## config.mk

```make
export PLATFORM = sky130hd
export DESIGN_NAME = decode_pipe
export DESIGN_NICKNAME = d
export VERILOG_FILES = /design/src/rtl/rv32i_types.sv /design/src/rtl/decode_hazard.sv /design/src/rtl/decode_pipe.sv
export SDC_FILE = /design/constraint.sdc
export NUM_CORES = 2
export LEC_CHECK = 0
export ABC_AREA = 1
export BUFFER_PORTS_ARGS = -buffer_cell sky130_fd_sc_hd__buf_2
export CELL_PAD_IN_SITES_DETAIL_PLACEMENT = 0
export CELL_PAD_IN_SITES_GLOBAL_PLACEMENT = 1
export CORE_MARGIN = 2
export CORE_UTILIZATION = 48
export DETAILED_ROUTE_END_ITERATION = 10
export PLACE_DENSITY = 0.88
export SYNTH_ARGS = -nofsm -noshare
export SYNTH_HDL_FRONTEND = slang
export SYNTH_SLANG_ARGS = --single-unit
```

## constraint.sdc

```tcl
create_clock -name clk -period 85 [get_ports clk]
set_input_delay 25.5 -clock clk [delete_from_list [all_inputs] [get_ports clk]]
set_output_delay 25.5 -clock clk [all_outputs]
set_load 0.1 [all_outputs]
```

## src/rtl/rv32i_types.sv

```systemverilog
// Shared RV32I decode types: opcodes, immediate formats, control word, decode stage register.
// Also holds the control ROM used by the decode stage.
package rv32i_types;

   localparam int unsigned RV_XLEN  = 32;
   localparam int unsigned RV_NREGS = 32;
   localparam int unsigned RV_RW    = $clog2(RV_NREGS);

   typedef enum logic [6:0] {
      OpLoad    = 7'b0000011,
      OpMiscMem = 7'b0001111,
      OpOpImm   = 7'b0010011,
      OpAuipc   = 7'b0010111,
      OpStore   = 7'b0100011,
      OpOp      = 7'b0110011,
      OpLui     = 7'b0110111,
      OpBranch  = 7'b1100011,
      OpJalr    = 7'b1100111,
      OpJal     = 7'b1101111,
      OpSystem  = 7'b1110011
   } rv32i_opcode;

   typedef enum logic [2:0] {
      ImmNone = 3'd0,
      ImmI    = 3'd1,
      ImmS    = 3'd2,
      ImmB    = 3'd3,
      ImmU    = 3'd4,
      ImmJ    = 3'd5
   } rv32i_imm_fmt;

   typedef enum logic [3:0] {
      AluAdd   = 4'd0,
      AluSub   = 4'd1,
      AluSll   = 4'd2,
      AluSlt   = 4'd3,
      AluSltu  = 4'd4,
      AluXor   = 4'd5,
      AluSrl   = 4'd6,
      AluSra   = 4'd7,
      AluOr    = 4'd8,
      AluAnd   = 4'd9,
      AluPassB = 4'd10
   } rv32i_alu_op;

   typedef struct packed {
      rv32i_alu_op  alu_op;
      rv32i_imm_fmt imm_fmt;
      logic         alu_src_imm;
      logic         alu_src_pc;
      logic         reg_write;
      logic         mem_read;
      logic         mem_write;
      logic         branch;
      logic         jump;
      logic         illegal;
   } rv32i_control_word;

   typedef struct packed {
      logic [RV_XLEN-1:0] pc;
      logic [RV_XLEN-1:0] rs1_data;
      logic [RV_XLEN-1:0] rs2_data;
      logic [RV_XLEN-1:0] imm_i;
      logic [RV_XLEN-1:0] imm_s;
      logic [RV_XLEN-1:0] imm_b;
      logic [RV_XLEN-1:0] imm_u;
      logic [RV_XLEN-1:0] imm_j;
      logic [RV_RW-1:0]   rd;
      logic [RV_RW-1:0]   rs1;
      logic [RV_RW-1:0]   rs2;
      rv32i_control_word  ctrl;
   } stage_regs;

   // alt selects SUB/SRA; callers decide when funct7[5] is meaningful
   function automatic rv32i_alu_op alu_decode(input logic [2:0] funct3, input logic alt);
      case (funct3)
         3'b000:  return alt ? AluSub : AluAdd;
         3'b001:  return AluSll;
         3'b010:  return AluSlt;
         3'b011:  return AluSltu;
         3'b100:  return AluXor;
         3'b101:  return alt ? AluSra : AluSrl;
         3'b110:  return AluOr;
         default: return AluAnd;
      endcase
   endfunction

   function automatic rv32i_control_word control_rom(input logic [6:0] opcode,
                                                     input logic [2:0] funct3,
                                                     input logic       funct7_b5);
      rv32i_control_word c;
      c = '0;
      case (rv32i_opcode'(opcode))
         OpLui: begin
            c.imm_fmt     = ImmU;
            c.alu_op      = AluPassB;
            c.alu_src_imm = 1'b1;
            c.reg_write   = 1'b1;
         end
         OpAuipc: begin
            c.imm_fmt     = ImmU;
            c.alu_src_imm = 1'b1;
            c.alu_src_pc  = 1'b1;
            c.reg_write   = 1'b1;
         end
         OpJal: begin
            c.imm_fmt     = ImmJ;
            c.alu_src_imm = 1'b1;
            c.alu_src_pc  = 1'b1;
            c.reg_write   = 1'b1;
            c.jump        = 1'b1;
         end
         OpJalr: begin
            c.imm_fmt     = ImmI;
            c.alu_src_imm = 1'b1;
            c.reg_write   = 1'b1;
            c.jump        = 1'b1;
            c.illegal     = (funct3 != 3'b000);
         end
         OpBranch: begin
            c.imm_fmt = ImmB;
            c.alu_op  = AluSub;
            c.branch  = 1'b1;
            c.illegal = (funct3 == 3'b010) || (funct3 == 3'b011);
         end
         OpLoad: begin
            c.imm_fmt     = ImmI;
            c.alu_src_imm = 1'b1;
            c.reg_write   = 1'b1;
            c.mem_read    = 1'b1;
            c.illegal     = (funct3 == 3'b011) || (funct3[2:1] == 2'b11);
         end
         OpStore: begin
            c.imm_fmt     = ImmS;
            c.alu_src_imm = 1'b1;
            c.mem_write   = 1'b1;
            c.illegal     = (funct3 > 3'b010);
         end
         OpOpImm: begin
            c.imm_fmt     = ImmI;
            c.alu_src_imm = 1'b1;
            c.reg_write   = 1'b1;
            c.alu_op      = alu_decode(funct3, (funct3 == 3'b101) && funct7_b5);
         end
         OpOp: begin
            c.reg_write = 1'b1;
            c.alu_op    = alu_decode(funct3, funct7_b5);
         end
         OpMiscMem, OpSystem: begin
            c.imm_fmt = ImmNone;
         end
         default: begin
            c.illegal = 1'b1;
         end
      endcase
      return c;
   endfunction

endpackage

```

## src/rtl/decode_hazard.sv

```systemverilog
// Load-use hazard detection and fetch-side ready for the decode stage.
module decode_hazard
   import rv32i_types::*;
#(
   parameter int unsigned RW = RV_RW
) (
   input  logic          if_valid_i,
   input  logic [RW-1:0] rs1_i,
   input  logic [RW-1:0] rs2_i,
   input  logic          ex_load_i,
   input  logic [RW-1:0] ex_rd_i,
   input  logic          id_valid_i,
   input  logic          id_ready_i,
   output logic          hazard_o,
   output logic          if_ready_o
);

   always_comb begin
      hazard_o = if_valid_i && ex_load_i && (ex_rd_i != '0) &&
                 ((ex_rd_i == rs1_i) || (ex_rd_i == rs2_i));
      // flush deliberately does not gate ready; the squash happens in the stage register
      if_ready_o = !hazard_o && (!id_valid_i || id_ready_i);
   end

endmodule

```

## src/rtl/decode_pipe.sv

```systemverilog
// RV32I decode stage: regfile read, immediate/control decode, one-deep stage register.
// Define DECODE_WB_BYPASS_EN to forward same-cycle writeback data into accepted operands.
module decode_pipe
   import rv32i_types::*;
#(
   parameter int unsigned XLEN  = RV_XLEN,
   parameter int unsigned NREGS = RV_NREGS,
   localparam int unsigned RW   = $clog2(NREGS)
) (
   input  logic            clk,
   input  logic            rst,
   input  logic            if_valid,
   output logic            if_ready,
   input  logic [XLEN-1:0] if_instr,
   input  logic [XLEN-1:0] if_pc,
   output logic            id_valid,
   input  logic            id_ready,
   output stage_regs       id_regs,
   input  logic            flush,
   input  logic            ex_load,
   input  logic [RW-1:0]   ex_rd,
   input  logic            wb_load,
   input  logic [RW-1:0]   wb_rd,
   input  logic [XLEN-1:0] wb_data
);

   logic [XLEN-1:0] rf_q [NREGS];
   logic            wb_we;
   logic [RW-1:0]   rs1_idx, rs2_idx, rd_idx;
   logic [XLEN-1:0] rs1_rd, rs2_rd, rs1_val, rs2_val;
   logic            hazard, accept;
   stage_regs       dec, stage_d, stage_q;
   logic            valid_d, valid_q;

   assign wb_we   = wb_load && (wb_rd != '0);
   assign rs1_idx = if_instr[15 +: RW];
   assign rs2_idx = if_instr[20 +: RW];
   assign rd_idx  = if_instr[7 +: RW];

   always_ff @(posedge clk or posedge rst) begin
      if (rst) begin
         for (int i = 0; i < int'(NREGS); i++) begin
            rf_q[i] <= '0;
         end
      end else if (wb_we) begin
         rf_q[wb_rd] <= wb_data;
      end
   end

   assign rs1_rd = (rs1_idx == '0) ? '0 : rf_q[rs1_idx];
   assign rs2_rd = (rs2_idx == '0) ? '0 : rf_q[rs2_idx];

`ifdef DECODE_WB_BYPASS_EN
   assign rs1_val = (wb_we && (wb_rd == rs1_idx)) ? wb_data : rs1_rd;
   assign rs2_val = (wb_we && (wb_rd == rs2_idx)) ? wb_data : rs2_rd;
`else
   assign rs1_val = rs1_rd;
   assign rs2_val = rs2_rd;
`endif

   decode_hazard #(
      .RW(RW)
   ) u_hazard (
      .if_valid_i (if_valid),
      .rs1_i      (rs1_idx),
      .rs2_i      (rs2_idx),
      .ex_load_i  (ex_load),
      .ex_rd_i    (ex_rd),
      .id_valid_i (valid_q),
      .id_ready_i (id_ready),
      .hazard_o   (hazard),
      .if_ready_o (if_ready)
   );

   assign accept = if_valid && if_ready && !hazard;

   always_comb begin
      dec          = '0;
      dec.pc       = if_pc;
      dec.rs1_data = rs1_val;
      dec.rs2_data = rs2_val;
      dec.rd       = rd_idx;
      dec.rs1      = rs1_idx;
      dec.rs2      = rs2_idx;
      dec.imm_i    = {{(XLEN-12){if_instr[31]}}, if_instr[31:20]};
      dec.imm_s    = {{(XLEN-12){if_instr[31]}}, if_instr[31:25], if_instr[11:7]};
      dec.imm_b    = {{(XLEN-13){if_instr[31]}}, if_instr[31], if_instr[7],
                      if_instr[30:25], if_instr[11:8], 1'b0};
      dec.imm_u    = XLEN'($signed({if_instr[31:12], 12'b0}));
      dec.imm_j    = {{(XLEN-21){if_instr[31]}}, if_instr[31], if_instr[19:12],
                      if_instr[20], if_instr[30:21], 1'b0};
      dec.ctrl     = control_rom(if_instr[6:0], if_instr[14:12], if_instr[30]);
   end

   always_comb begin
      stage_d = stage_q;
      valid_d = valid_q;
      if (flush) begin
         valid_d = 1'b0;
      end else if (accept) begin
         valid_d = 1'b1;
         stage_d = dec;
      end else if (valid_q && !id_ready) begin
         // held operands must track a writeback that lands while execute is stalled
         if (wb_we && (wb_rd == stage_q.rs1)) stage_d.rs1_data = wb_data;
         if (wb_we && (wb_rd == stage_q.rs2)) stage_d.rs2_data = wb_data;
      end else begin
         valid_d = 1'b0;
      end
   end

   always_ff @(posedge clk or posedge rst) begin
      if (rst) begin
         valid_q <= 1'b0;
         stage_q <= '0;
      end else begin
         valid_q <= valid_d;
         stage_q <= stage_d;
      end
   end

   assign id_valid = valid_q;
   assign id_regs  = stage_q;

endmodule

```

### Word level (Yosys, flattened, before mapping)

Index checks and enable logic that the tools add are counted.

* register bits: 1227
* word-level logic and storage cells: 158
* output and inout port bits: 288
* input bits: 113

* magnitude comparators: 5
* bitwise logic cells: 4
* muxes and demuxes: 34
* equality and inequality tests: 23
* reduce and logical (&&, ||, !) cells: 38

Operator list (count)
* $bwmux 1024: 1
* $bmux 32 s5: 2
* $mux 32: 9
* $demux 32 s5: 1
* $mux 64: 2
* $pmux 4 s7: 2
* $eq 7x7->1 const B: 4
* $eq 7x6->1 const B: 3
* $reduce_or 7->1: 3
* $eq 5x5->1: 4
* $ge 6x6->1 const B: 3
* $not 5->6: 3
* $pmux 4 s4: 1
* $pmux 3 s5: 1
* $eq 7x5->1 const B: 2
* $mux 1: 14
* $logic_and 1x1->1: 12
* $logic_not 5->1: 2
* $reduce_bool 5->1: 2
* $eq 3x3->1 const B: 3
* $eq 7x2->1 const B: 1
* $eq 7x4->1 const B: 1
* $eq 3x2->1 const B: 2
* $lt 6x1->1 const B: 1
* 15 further kinds: 25

### Longest topological paths before layout

* depth in word-level cells: 9
* depth in mapped cells: 17
* mapped depth without buffers: 14

### Modules after synthesis

Synthesis repeated with hierarchy kept, for this count alone.

* cell total of the unflattened synthesis: 9112
* area total of the unflattened synthesis: 63498.4 µm²

Modules (own cells, without submodules)
* decode_pipe: cells each 9058, instances 1, seq. area each 29052.9 µm², area an instance 63251.9 µm²
* decode_hazard: cells each 54, instances 1, seq. area each 0.0 µm², area an instance 246.5 µm²

### Least setup slack after synthesis

Ideal clock, no wire load.

* path kind: in2out
* start: input if_instr[21]
* end: output if_ready
* setup slack: 31.379 ns
* required time: 59.500 ns
* buffers on the path: 1
* data arrival time: 28.121 ns
* stages: 8
* cells stage by stage: buf_2 > inv_2 > nand2_1 > nand2_1 > nor2_1 > nand3_1 > nand2_1 > a21boi_0

* word-level cells in the longest chain between the ends: 5

RTL lines
* from (decl): line decode_pipe.sv:14 `input logic [XLEN-1:0] if_instr,`
* $eq 5x5->1: line decode_hazard.sv:20 `((ex_rd_i == rs1_i) || (ex_rd_i == rs2_i));`
* $logic_or 1x1->1: line decode_hazard.sv:20
* $logic_and 1x1->1: line decode_hazard.sv:19 `hazard_o = if_valid_i && ex_load_i && (ex_rd_i != '0) &&`
* $logic_not 1->1: line decode_hazard.sv:22 `if_ready_o = !hazard_o && (!id_valid_i || id_ready_i);`
* $logic_and 1x1->1: line decode_hazard.sv:22
* to (decl): line decode_pipe.sv:13 `output logic if_ready,`

No other way between the ends.

### Final worst setup path

* start: input if_instr[22]
* end: output if_ready

Same word-level chain as after synthesis.

==> run metrics <==
Fill cells 13500; cell mode on critical path nand2_1; area of the multi-input gates 0.0294 mm²; pwr dens 25.4 mW/mm²; Inserted Clock Buffers 136; CP startpoint kind input pin; min-delay src rf_q[1013]; RR Endpoint id_regs[251]; CTS Hold Buffers Added 0; Netlist cell types 28; area of placed instances 0.0669 mm²; share of post-route cells with drive strength above 1 0.0809; Tmin final 53.28 ns; P_leak 37.0 nW; Worst EP arrival 27.78 ns; initial DRC count 9013; Worst path slowest cell clkinv_2; ys async rst share 1.00; RSZ-0062 raised after global routing false; worst r2r src id_regs[21]; Worst setup EP type output port; chip width 374 µm; Mapped Cells 9577; Hold Slack 0.403 ns; DR vias 65000; FF/Latch Area 0.0291 mm²; htree depth 4; Ports 401; worst skew pair latency 0.79 ns; initial antenna violation count 12; ANT nets after route 0; Top FF cell, synth dfrtp_1; clock tree sinks 1161; internal power 1.12 mW; clock buffer depth 3; CTS clk-pin slew, worst paths 0.06 ns; PortBufs 386; sw frac 0.382; hold path depth 0; clock root buffer clkbuf_16; synthesized area per cell 6.88 µm²; failing checks DRC; core area 0.136 mm²; Worst-Margin Slew 1.22 ns; Comb power frac 0.276; post-CTS sizing 0; final hold vios 0; gr usage total 0.357; P_sw 0.692 mW; die area 0.140 mm²; Synth Warn # 0; drc violations 2; most frequent cells in the layout 3741 x nand2_1, 1208 x o21ai_0, 1161 x dfrtp_1; FP Rows 135; r2r setup slk 81.40 ns; vias in the first global route 60700; status finished, violations left; Fmax 18.8 MHz; setup tns final 0 ns; DP HPWL 140 mm; Critical Path Max Stage Delay 0.86 ns; Starting Density 0.485; fin nets 9407; crit share post-route 0.627; Worst EP required 59.50 ns; Max-slew headroom 0.184; final non-filler cell area 0.0713 mm²; Remaining Overflow, GRT 0; gpl congestion 0.907; mapped cell area 0.0658 mm²; cells along the critical path buf_4, clkinv_2, nand2_1, nand2_1, nor2_1, nand3_1, nand2_1, a21boi_0, buf_2; die height 374 µm; vias per inst 5.82; routed wire length 253 mm; clock skew 0.0284 ns; hold path endpoint rf_q[1013]; Yosys reg bits 1161; P&R area growth vs syn 8.32%; Max-Cap Viols 0; sequential share of power 0.396; min-delay worst type register to register; sequential area share after synthesis 0.441; commonest non-fill, non-tap cell in the layout nand2_1; Slew Viols, Final 0; TritonCTS clock tree yes; drt pass-1 iters 9; first-pass GRT wire length 383 mm; Finished Core Util 0.525; Post-CTS Setup Repair Bufs 0; EDFF count, synth 0; Max FO, Critical Path 32; power share of the clock group 0.328; final setup violation count 0; wire length per cell 22.7 µm; critical setup path kind input pin to output port; VDD IR-drop max 0.0289 mV; worst-case reg-to-reg path depth 11; pin count of the biggest net entering global routing 178
logic make-up (layout without fill, tap and decap cells):
| family | count (synthesis) | after routing | share of synthesized area |
|---|---|---|---|
| DFF | 1161 | 1161 | 0.441 |
| AOI/OAI and AO/OA | 1798 | 1798 | 0.152 |
| and+or+nand+nor | 4797 | 4797 | 0.291 |
| buffers and inverters | 1814 | 1617 | 0.116 |
| xor gates and xnor gates | 6 | 6 | 0.000798 |
| other | 1 | 19 | 0.0000570 |
cell usage after synthesis, types with 17 or more instances:
| cell | n | share of area |
|---|---|---|
| buf_4 | 151 | 0.017 |
| a21oi_1 | 134 | 0.010 |
| nand3_1 | 796 | 0.061 |
| nand2_1 | 3754 | 0.21 |
| inv_1 | 876 | 0.050 |
| clkbuf_1 | 527 | 0.030 |
| o211ai_1 | 384 | 0.044 |
| buf_1 | 66 | 0.0038 |
| dfrtp_1 | 1161 | 0.44 |
| nor2_1 | 206 | 0.012 |
| o21ai_0 | 1208 | 0.092 |
| buf_2 | 185 | 0.014 |
| o21ai_1 | 66 | 0.0050 |
| nand2_2 | 17 | 0.0016 |
final cells by class:
cell class | instances | share of cell area
clock inverters | 31 | 0.00514
multi-input cells | 6615 | 0.412
diodes | 5 | 0.000175
clock buffers | 206 | 0.0569
repair buffers | 495 | 0.0405
well taps | 1781 | 0.0312
inverters | 885 | 0.0472
flip-flops and latches | 1161 | 0.407
sequential cells by signal, summed over array words and instances, names as in the netlist:
name      cells
rf_q       1024
id_valid      1
id_regs     136
how the worst max path moves through the flow:
stage | startpoint | end | slack, ns | cells after the start
2_1_floorplan | rst | id_regs[0] | 26.80 | 1
4_1_cts | if_instr[22] | if_ready | 31.80 | 9
3_5_place_dp | if_instr[22] | if_ready | 31.81 | 9
5_1_grt | if_instr[22] | if_ready | 31.67 | 9
6_report | if_instr[22] | if_ready | 31.72 | 9
3_3_place_gp | if_instr[22] | if_ready | 31.76 | 9
power by group through the flow:
stage	clock network, mW	registers, mW	logic [mW]
2_1_floorplan	0	0.786	0.333
3_3_place_gp	0	0.720	0.486
3_5_place_dp	0	0.722	0.495
4_1_cts	0.598	0.714	0.496
5_1_grt	0.620	0.728	0.549
6_report	0.593	0.717	0.500
per-stage QoR:
step                      setup WS, ns  instances  power [mW]
after floorplan                  26.80       9590        1.12
after global placement           31.76      10900        1.21
after detailed placement         31.81      10900        1.22
after CTS                        31.80      11200        1.81
after global routing             31.67      11200        1.90
final                            31.72      11200        1.81
critical path, delay by kind of cell:
family / cells / cell delay, ns
compound gates: 1 / 0.08
simple gates: 5 / 0.61
buf+inv: 3 / 1.57
metal layers:
metal | vias to the layer above | share of wire | track usage
met5 | - | 0.00029 | 0
met3 | 687 | 0.11 | 0.0660
met2 | 3737 | 0.43 | 0.543
met1 | 31000 | 0.41 | 0.497
li1 | 29600 | - | -
met4 | 12 | 0.046 | 0.155
No activity file was read; power rests on OpenSTA's default activity.
